--- config.mk ---
export PLATFORM = sky130hd
export DESIGN_NAME = input_block_buffer
export DESIGN_NICKNAME = d
export VERILOG_FILES = /design/src/rtl/input_block_buffer.sv
export SDC_FILE = /design/constraint.sdc
export NUM_CORES = 1
export LEC_CHECK = 0
export BUFFER_PORTS_ARGS = -buffer_cell sky130_fd_sc_hd__buf_2
export CORE_ASPECT_RATIO = 2
export CORE_MARGIN = 3
export CORE_UTILIZATION = 23
export DETAILED_ROUTE_END_ITERATION = 12
export GPL_ROUTABILITY_DRIVEN = 0
export PLACE_DENSITY = 0.45
export SYNTH_ARGS = -nofsm -noshare
export SYNTH_HDL_FRONTEND = slang
export SYNTH_SLANG_ARGS = --single-unit
--- constraint.sdc ---
create_clock -name clk -period 6.1 [get_ports clk]
set_input_delay 1.525 -clock clk [delete_from_list [all_inputs] [get_ports clk]]
set_output_delay 1.525 -clock clk [all_outputs]
set_load 0.005 [all_outputs]
--- src/rtl/input_block_buffer.sv ---
// input_block_buffer: router input port. It is a circular FIFO that holds
// incoming flits. When a header reaches the head of the FIFO, the block
// latches the done/x/y fields from it and raises a routing request. After the
// switch allocator grants the request, the block forwards one packet of
// PACKET_FLITS flits and returns a one-cycle credit for each flit it pops.
// Optional build macro: INPUT_BUFFER_ERR_EN adds the sticky error_dout
// overflow flag. In the default build that port does not exist.

`ifndef X_POS
`define X_POS 0
`endif

`ifndef ADDR_FIELD
`define ADDR_FIELD 4
`endif

module input_block_buffer #(
    parameter int PORT_DIR     = `X_POS,
    parameter int FLIT_WIDTH   = 32,
    parameter int BUFFER_DEPTH = 5,
    parameter int PACKET_FLITS = 5
) (
    input  logic                   clk,
    input  logic                   reset,
    input  logic [FLIT_WIDTH-1:0]  channel_din,
    input  logic                   write_strobe_din,
    input  logic                   grant_din,
    output logic [FLIT_WIDTH-1:0]  channel_dout,
    output logic                   valid_dout,
    output logic                   credit_out_dout,
    output logic                   header_valid_dout,
    output logic                   done_field_dout,
    output logic [`ADDR_FIELD-1:0] x_field_dout,
    output logic [`ADDR_FIELD-1:0] y_field_dout
`ifdef INPUT_BUFFER_ERR_EN
    ,
    output logic                   error_dout
`endif
);

    localparam int AW    = `ADDR_FIELD;
    localparam int PTR_W = $clog2(BUFFER_DEPTH);
    localparam int CNT_W = $clog2(BUFFER_DEPTH + 1);
    localparam int FC_W  = $clog2(PACKET_FLITS + 1);

    localparam logic [PTR_W-1:0] LAST_PTR  = PTR_W'(BUFFER_DEPTH - 1);
    localparam logic [CNT_W-1:0] FULL_CNT  = CNT_W'(BUFFER_DEPTH);
    localparam logic [FC_W-1:0]  LAST_FLIT = FC_W'(PACKET_FLITS - 1);

    localparam logic [1:0] IDLE     = 2'd0;
    localparam logic [1:0] REQUEST  = 2'd1;
    localparam logic [1:0] TRANSFER = 2'd2;

    // Reject configurations the FIFO and header decode cannot support.
    // Direction codes are non-negative.
    if (BUFFER_DEPTH < 2 || BUFFER_DEPTH > 16 ||
        PACKET_FLITS < 1 || PACKET_FLITS > BUFFER_DEPTH ||
        FLIT_WIDTH < 2 * AW + 1 || PORT_DIR < 0) begin : g_bad_params
        $error("input_block_buffer: illegal parameter combination");
    end

    logic [FLIT_WIDTH-1:0] mem_q [BUFFER_DEPTH];

    logic [PTR_W-1:0] wr_ptr_q, wr_ptr_d;
    logic [PTR_W-1:0] rd_ptr_q, rd_ptr_d;
    logic [CNT_W-1:0] count_q, count_d;
    logic [1:0]       state_q, state_d;
    logic [FC_W-1:0]  flit_cnt_q, flit_cnt_d;
    logic             hdr_latched_q, hdr_latched_d;
    logic             done_q, done_d;
    logic [AW-1:0]    x_q, x_d;
    logic [AW-1:0]    y_q, y_d;
    logic             credit_q, credit_d;

    logic empty;
    logic full;
    logic pop;
    logic push;

    assign empty = (count_q == '0);
    assign full  = (count_q == FULL_CNT);

    // A flit leaves only while a granted packet is in flight. An incoming
    // flit fits if a slot is free or if the head leaves on the same edge.
    // A write to a full FIFO with no pop is dropped silently.
    assign pop  = (state_q == TRANSFER) && !empty;
    assign push = write_strobe_din && (!full || pop);

    // Store accepted flits at the write pointer.
    // NOTE: the storage array has no reset. The pointers and the count
    // decide which entries are live, so an entry is always written before it
    // is read, and clearing the array would add reset fan-out with no benefit.
    always_ff @(posedge clk) begin
        if (push) begin
            mem_q[wr_ptr_q] <= channel_din;
        end
    end

    // The head entry drives the output combinationally. After reset its
    // contents are meaningless until the first write.
    assign channel_dout = mem_q[rd_ptr_q];

    // Pointer and occupancy next state. The pointers wrap explicitly, so the
    // FIFO works for depths that are not a power of two.
    always_comb begin
        wr_ptr_d = wr_ptr_q;
        rd_ptr_d = rd_ptr_q;
        count_d  = count_q;
        if (push) begin
            wr_ptr_d = (wr_ptr_q == LAST_PTR) ? '0 : wr_ptr_q + PTR_W'(1);
        end
        if (pop) begin
            rd_ptr_d = (rd_ptr_q == LAST_PTR) ? '0 : rd_ptr_q + PTR_W'(1);
        end
        case ({push, pop})
            2'b10:   count_d = count_q + CNT_W'(1);
            2'b01:   count_d = count_q - CNT_W'(1);
            default: count_d = count_q;
        endcase
    end

    // Packet FSM. In IDLE the first edge latches the head flit's header
    // fields and the next edge raises the request. This keeps the fields
    // stable for a full cycle before the allocator sees them.
    always_comb begin
        // NOTE: every signal assigned in this block gets its hold value
        // first. Each path through the case therefore assigns it, and no
        // latch is inferred.
        state_d       = state_q;
        flit_cnt_d    = flit_cnt_q;
        hdr_latched_d = hdr_latched_q;
        done_d        = done_q;
        x_d           = x_q;
        y_d           = y_q;
        case (state_q)
            IDLE: begin
                if (hdr_latched_q) begin
                    state_d       = REQUEST;
                    hdr_latched_d = 1'b0;
                end else if (!empty) begin
                    hdr_latched_d = 1'b1;
                    done_d        = channel_dout[FLIT_WIDTH-1];
                    x_d           = channel_dout[FLIT_WIDTH-2 -: AW];
                    y_d           = channel_dout[FLIT_WIDTH-2-AW -: AW];
                end
            end
            REQUEST: begin
                if (grant_din) begin
                    state_d    = TRANSFER;
                    flit_cnt_d = '0;
                end
            end
            TRANSFER: begin
                if (pop) begin
                    if (flit_cnt_q == LAST_FLIT) begin
                        state_d    = IDLE;
                        flit_cnt_d = '0;
                    end else begin
                        flit_cnt_d = flit_cnt_q + FC_W'(1);
                    end
                end
            end
            default: begin
                state_d = IDLE;
            end
        endcase
    end

    // Each pop returns one credit upstream on the following cycle.
    assign credit_d = pop;

    // State registers. Reset is asynchronous, so an abort in the middle of a
    // packet discards the buffered flits and any credit still pending.
    always_ff @(posedge clk or posedge reset) begin
        if (reset) begin
            wr_ptr_q      <= '0;
            rd_ptr_q      <= '0;
            count_q       <= '0;
            state_q       <= IDLE;
            flit_cnt_q    <= '0;
            hdr_latched_q <= 1'b0;
            done_q        <= 1'b0;
            x_q           <= '0;
            y_q           <= '0;
            credit_q      <= 1'b0;
        end else begin
            // NOTE: non-blocking assignments make every register here update
            // from the values that were present before the edge.
            wr_ptr_q      <= wr_ptr_d;
            rd_ptr_q      <= rd_ptr_d;
            count_q       <= count_d;
            state_q       <= state_d;
            flit_cnt_q    <= flit_cnt_d;
            hdr_latched_q <= hdr_latched_d;
            done_q        <= done_d;
            x_q           <= x_d;
            y_q           <= y_d;
            credit_q      <= credit_d;
        end
    end

    assign valid_dout        = pop;
    assign header_valid_dout = (state_q == REQUEST);
    assign credit_out_dout   = credit_q;
    assign done_field_dout   = done_q;
    assign x_field_dout      = x_q;
    assign y_field_dout      = y_q;

`ifdef INPUT_BUFFER_ERR_EN
    logic error_q, error_d;
    logic overflow;

    assign overflow = write_strobe_din && full && !pop;
    assign error_d  = error_q | overflow;

    // Sticky overflow flag. Only reset clears it.
    always_ff @(posedge clk or posedge reset) begin
        if (reset) begin
            error_q <= 1'b0;
        end else begin
            error_q <= error_d;
        end
    end

    assign error_dout = error_q;
`endif

endmodule

## Yosys cells after proc, flatten, opt, wreduce, memory -nomap -nowiden

Memory sizes are Yosys's and may differ from the RTL's.
Index checks and enable logic that the tools add are counted.

- Input port bits: 36
- Output and inout port bits: 44
- Bits in writable memories: 160
- Bits in registers: 25
- Word-level logic and storage cells: 58
- Memories: 1

Memory list:

| memory | depth | bits a word | read ports | clocked after memory_dff | wr ports | line | RTL |
|---|---|---|---|---|---|---|---|
| mem_q | 5 | 32 | 1 | 0 | 1 | 62 | `logic [FLIT_WIDTH-1:0] mem_q [BUFFER_DEPTH];` |

- Equal/unequal tests: 12
- Add/subtract/negate cells: 5
- Reductions and logical operators: 12
- Multiplexer cells: 16
- Bitwise gates (word level): 2

Operator list:

| operator | count |
|---|---|
| 3-bit 2-to-1 mux | 5 |
| 3-bit by 1-bit adder with 3-bit output, second input constant | 4 |
| 3-bit == test, second input constant | 4 |
| 3-bit case mux with 2 select lines | 2 |
| 2-bit 2-to-1 mux | 4 |
| 2-bit inequality test, second input constant | 3 |
| 2-bit case mux with 3 select lines | 1 |
| 3-bit AND reduction | 2 |
| 2-bit by 1-bit == test with 1-bit output, second input constant | 2 |
| 2-bit == test, second input constant | 2 |
| 1-bit 2-to-1 mux | 4 |
| 4-bit AND reduction | 1 |
| 2-bit nonzero test | 2 |
| 3-bit logical NOT | 1 |
| 3-bit by 1-bit subtractor with 3-bit output, second input constant | 1 |
| 1-bit logical AND | 2 |
| 1-bit logical NOT | 2 |
| 2-bit logical NOT | 1 |
| 2-bit by 1-bit inequality test with 1-bit output, second input constant | 1 |
| 1-bit NOT | 2 |
| 1-bit logical OR | 1 |

## Depth between registers and ports, before layout

- Depth in word-level cells: 7
- Mapped depth: 9

## Worst setup path after synthesis

Ideal clock, no wire load.

- Path type: input port to flip-flop
- Start: input port write_strobe_din
- End: memory mem_q[4][0], enable pin
- Data arrival time: 5.416 ns
- Stages on the path: 3
- Data required time: 5.587 ns
- Slack: 0.171 ns
- Buffers on the path: 1
- Cell sequence: clkbuf_1 o21ai_2 nor4b_1

- Longest elaborated chain between the ends: 3

Ends and longest elaborated chain:

| item | line | RTL |
|---|---|---|
| start: declaration | 26 | `input logic write_strobe_din,` |
| 1-bit logical AND | 87 | `assign push = write_strobe_din && (!full \|\| pop);` |
| 1-bit 2-to-1 mux | 94 | `if (push) begin` |
| 1-bit 2-to-1 mux (not written as such) | 95 | `mem_q[wr_ptr_q] <= channel_din;` |
| end: declaration | 62 |  |

Every way passes these cells.

## Final worst setup path

- Start: register rd_ptr_q[0]
- End: output port channel_dout[2]

- Longest elaborated chain between the ends: 1

Ends and longest elaborated chain:

| item | line | RTL |
|---|---|---|
| start: declaration | 65 | `logic [PTR_W-1:0] rd_ptr_q, rd_ptr_d;` |
| start signal: assignment | 190 | `rd_ptr_q <= rd_ptr_d;` |
| memory read 5 x 32 bit | n/a |  |
| end: declaration | 28 | `output logic [FLIT_WIDTH-1:0] channel_dout,` |

Every way passes these cells.

==> results by group <==
Placement
  • PortBufs: around 80
  • Placed insts: about 850
  • Estimated wirelength of the detail-placed design: between 10 and 15 mm
  • Area post-placement: 8259 sq um
  • Worst Setup Slack post-DPL: 2154 ps

Floorplan
  • Number of top-level pins: 80
  • Core area: roughly 31000 sq um
  • Initial cell density of the core: between 20% and 30%
  • Placement Rows: 91
  • Area of the die: 34160 sq um
  • Overall die width: 132.2 um
  • Height of the die: between 200 and 300 um

Synthesis
  • Yosys warning total: 0
  • Post-Synthesis Cell Area: 7326 sq um
  • Number of instances in the synthesized netlist: 360
  • Post-synthesis register bit count: around 190
  • Fraction of registers with async set or reset after synthesis: between 10% and 20%
  • Primary FF master, synth: sky130_fd_sc_hd__edfxtp_1
  • Number of flops mapped to enable cells by yosys: 160
  • Cell accounting for the most synthesized area: sky130_fd_sc_hd__edfxtp_1
  • Share of the yosys chip area belonging to registers: between 70% and 80%
  • Mapped Nets: around 400
  • Area share of the leading cell type in the synthesized netlist: about two thirds
  • Post-synthesis average cell area: approximately 20 sq um
  • Area contributors post-synth: sky130_fd_sc_hd__edfxtp_1 (66%), sky130_fd_sc_hd__dfrtp_1 (8.5%), sky130_fd_sc_hd__mux4_2 (7.1%), sky130_fd_sc_hd__mux2_2 (6.1%), sky130_fd_sc_hd__mux4_1 (3.2%)
  • Unique cell type count in the Yosys netlist: 41

Pwr
  • Peak supply drop: ~230 uV
  • Total chip power: between 4 and 5 mW
  • Lkg Pwr: ~3 nW
  • Cell Pwr Density: roughly 470 nW/um^2

CTS
  • Count of instances resized after the clock tree is built: 0
  • Setup Fix Bufs, Post-CTS: 0
  • Number of buffers inserted by hold repair at cts: 0
  • TritonCTS Buffers: 17
  • TritonCTS Sinks: around 190
  • Clock insertion delay at the later pin of the skew report: around 440 ps
  • CTS max path bufs: 2
  • H-tree levels: 4
  • Clock transition at the registers of the reported paths: 70 ps
  • CTS tree: yes
  • Root Buffer: sky130_fd_sc_hd__clkbuf_16

Worst hold path
  • Worst hold path class: flip-flop to flip-flop

STA
  • Highest clock frequency the design can meet: between 200 and 250 MHz
  • Worst Clk Skew: between 7 and 8 ps
  • RSZ-0062 raised after global routing: false
  • Smallest hold slack: a little over 500 ps
  • Final critical delay including setup and external delays: roughly 4300 ps
  • Final hold violation count: 0
  • Share of the cycle needed by the critical path after routing: 70.47%
  • Total Neg Setup Slack: 0 ps
  • Worst Slack Setup Final: between 1500 and 2000 ps
  • Count of final setup violators: 0
  • Worst Max-Slew Pin Slew: roughly 1000 ps
  • Max transition margin: a little under a third
  • Final slew viol count: 0

Finish
  • Nets: 495
  • Final instance count without filler cells: roughly 900
  • Area added between synthesis and finish: 20.77%
  • Post-route core utilization: ~28%
  • Area of all placed cells without fillers: roughly 8800 sq um
  • Fraction of layout cells with a size suffix above 1: between 40% and 50%
  • Number of inserted diodes: 0

Worst setup path
  • Data required, critical path: 4580 ps
  • Cell type group with the largest total delay on the critical path: flip-flops
  • Critical Path, Cell by Cell: buf_4, mux4_1, mux2_2, buf_2
  • Critical Path Max Stage Delay: around 1000 ps
  • Nature of the critical path endpoint: output port
  • Critical path class: flip-flop to output port
  • Crit start category: flip-flop
  • Cell with the largest stage delay on the worst path: sky130_fd_sc_hd__dfrtp_2
  • Crit path DAT: about 2800 ps
  • Buffers and inverters on the worst path: 2
  • Critical path fanouts, max: 29

Drt
  • Via/cell ratio: 4.085
  • WL met2: 9.105 mm
  • Sum of routed wire segments on met1: roughly 6 mm
  • Highest metal used: met4
  • Per-cell routed wire length: 18.29 um
  • Antenna-violating nets left: 0
  • Via count: ~3600
  • Initial DRC Count: ~130
  • Routed WL: ~16 mm
  • Number of design rule violations left after detail routing: 0
  • Total met3 wirelength after detailed routing: 428 um
  • Drt first pass iters: 4

GRT
  • Number of global-route vias before repair: 4059
  • Initial antenna violation count: 0
  • Maximum number of pins on one net before global-route repair: 36
  • First-pass GRT wire length: ~25 mm
  • Sum of overflow across all layers after global routing: 0
  • Global Route Usage Sum: between 9 and 10%

Flow run
  • Max capacitance violation total: 0

Outcome
  • Status: complete, no violations
## final cells by class
cell class,instances,area (sq um)
clock inverters,14,158.9
flip-flops and latches,185,5434
multi-input cells,150,1798
clock buffers,18,429.2
repair buffers,89,470.5
fillers,3080,22240
well taps,418,523.0
inverters,9,33.78
## state kept, by name, indices dropped and copies added (netlist names)
| name | cells |
|---|---|
| rd_ptr_q | 3 |
| mem_q | 160 |
| y_field_dout | 4 |
| done_field_dout | 1 |
| state_q | 2 |
| credit_out_dout | 1 |
| count_q | 3 |
| x_field_dout | 4 |
| flit_cnt_q | 3 |
| wr_ptr_q | 3 |
| hdr_latched_q | 1 |
## final timing paths
kind	start	endpoint	slack, ps	depth (start not counted)
hold reg to reg	x_field_dout[0]	x_field_dout[0]	500	1
setup reg to reg	state_q[1]	mem_q[3][24]	3010	4
min in group asynchronous	reset	y_field_dout[1]	1150	3
hold / removal	x_field_dout[0]	x_field_dout[0]	500	1
setup / recovery	rd_ptr_q[0]	channel_dout[2]	1800	4
max in group asynchronous	reset	rd_ptr_q[0]	4650	3
## cell usage after synthesis (2+ instances only)
| cell | number |
|---|---|
| sky130_fd_sc_hd__nor2b_1 | 3 |
| sky130_fd_sc_hd__inv_1 | 9 |
| sky130_fd_sc_hd__mux4_1 | 9 |
| sky130_fd_sc_hd__mux4_2 | 23 |
| sky130_fd_sc_hd__buf_2 | 9 |
| sky130_fd_sc_hd__a211oi_1 | 3 |
| sky130_fd_sc_hd__nand2b_1 | 4 |
| sky130_fd_sc_hd__clkbuf_1 | 3 |
| sky130_fd_sc_hd__nand2_1 | 9 |
| sky130_fd_sc_hd__mux2_4 | 3 |
| sky130_fd_sc_hd__ha_1 | 6 |
| sky130_fd_sc_hd__buf_1 | 2 |
| sky130_fd_sc_hd__nor2_1 | 6 |
| sky130_fd_sc_hd__dfrtp_1 | 25 |
| sky130_fd_sc_hd__nor3_1 | 3 |
| sky130_fd_sc_hd__o21ai_0 | 12 |
| sky130_fd_sc_hd__edfxtp_1 | 160 |
| sky130_fd_sc_hd__a21oi_1 | 3 |
| sky130_fd_sc_hd__mux2_2 | 40 |
| sky130_fd_sc_hd__nor4_1 | 4 |
| sky130_fd_sc_hd__xnor2_1 | 2 |
| sky130_fd_sc_hd__nand3b_1 | 3 |
## cell usage in the layout, fill, tap and decap left out, types with 4 or more instances in the layout
| master | Yosys | layout |
|---|---|---|
| sky130_fd_sc_hd__edfxtp_1 | 160 | 160 |
| sky130_fd_sc_hd__buf_2 | 9 | 79 |
| sky130_fd_sc_hd__mux2_2 | 40 | 40 |
| sky130_fd_sc_hd__mux4_2 | 23 | 23 |
| sky130_fd_sc_hd__dfrtp_1 | 25 | 22 |
| sky130_fd_sc_hd__clkbuf_16 | 0 | 17 |
| sky130_fd_sc_hd__o21ai_0 | 12 | 12 |
| sky130_fd_sc_hd__buf_4 | 0 | 10 |
| sky130_fd_sc_hd__inv_1 | 9 | 9 |
| sky130_fd_sc_hd__nand2_1 | 9 | 9 |
| sky130_fd_sc_hd__mux4_1 | 9 | 9 |
| sky130_fd_sc_hd__nor2_1 | 6 | 6 |
| sky130_fd_sc_hd__ha_1 | 6 | 6 |
| sky130_fd_sc_hd__inv_6 | 0 | 5 |
| sky130_fd_sc_hd__nand2b_1 | 4 | 4 |
| sky130_fd_sc_hd__nor4_2 | 0 | 4 |
## per-layer routing
layer	vias to the layer above	track usage (%)
met4	0	5.058
met2	72	18.56
met3	23	2.078
met5	-	0
met1	1874	10.29
li1	1638	-
## cell families (layout without fill, tap and decap cells)
group / Yosys count / in the layout / share of synthesized area [%]
AOI/OAI and AO/OA: 27 / 27 / 2.357
xor gates and xnor gates: 2 / 2 / 0.2392
adders and majority gates: 8 / 8 / 1.435
buffers and inverters: 25 / 130 / 1.759
DFF: 185 / 185 / 74.12
muxes: 76 / 76 / 17.20
and+or+nand+nor: 37 / 37 / 2.886
## power by group
group	internal, mW	leakage (nW)	total (mW)	switching [mW]
logic	0.630	0.986	1.14	0.515
clock network	0.614	0.284	1.11	0.500
registers	1.64	1.76	1.88	0.237
total	2.89	3.03	4.14	1.25
Note: power is estimated with default switching activity, not from simulation.
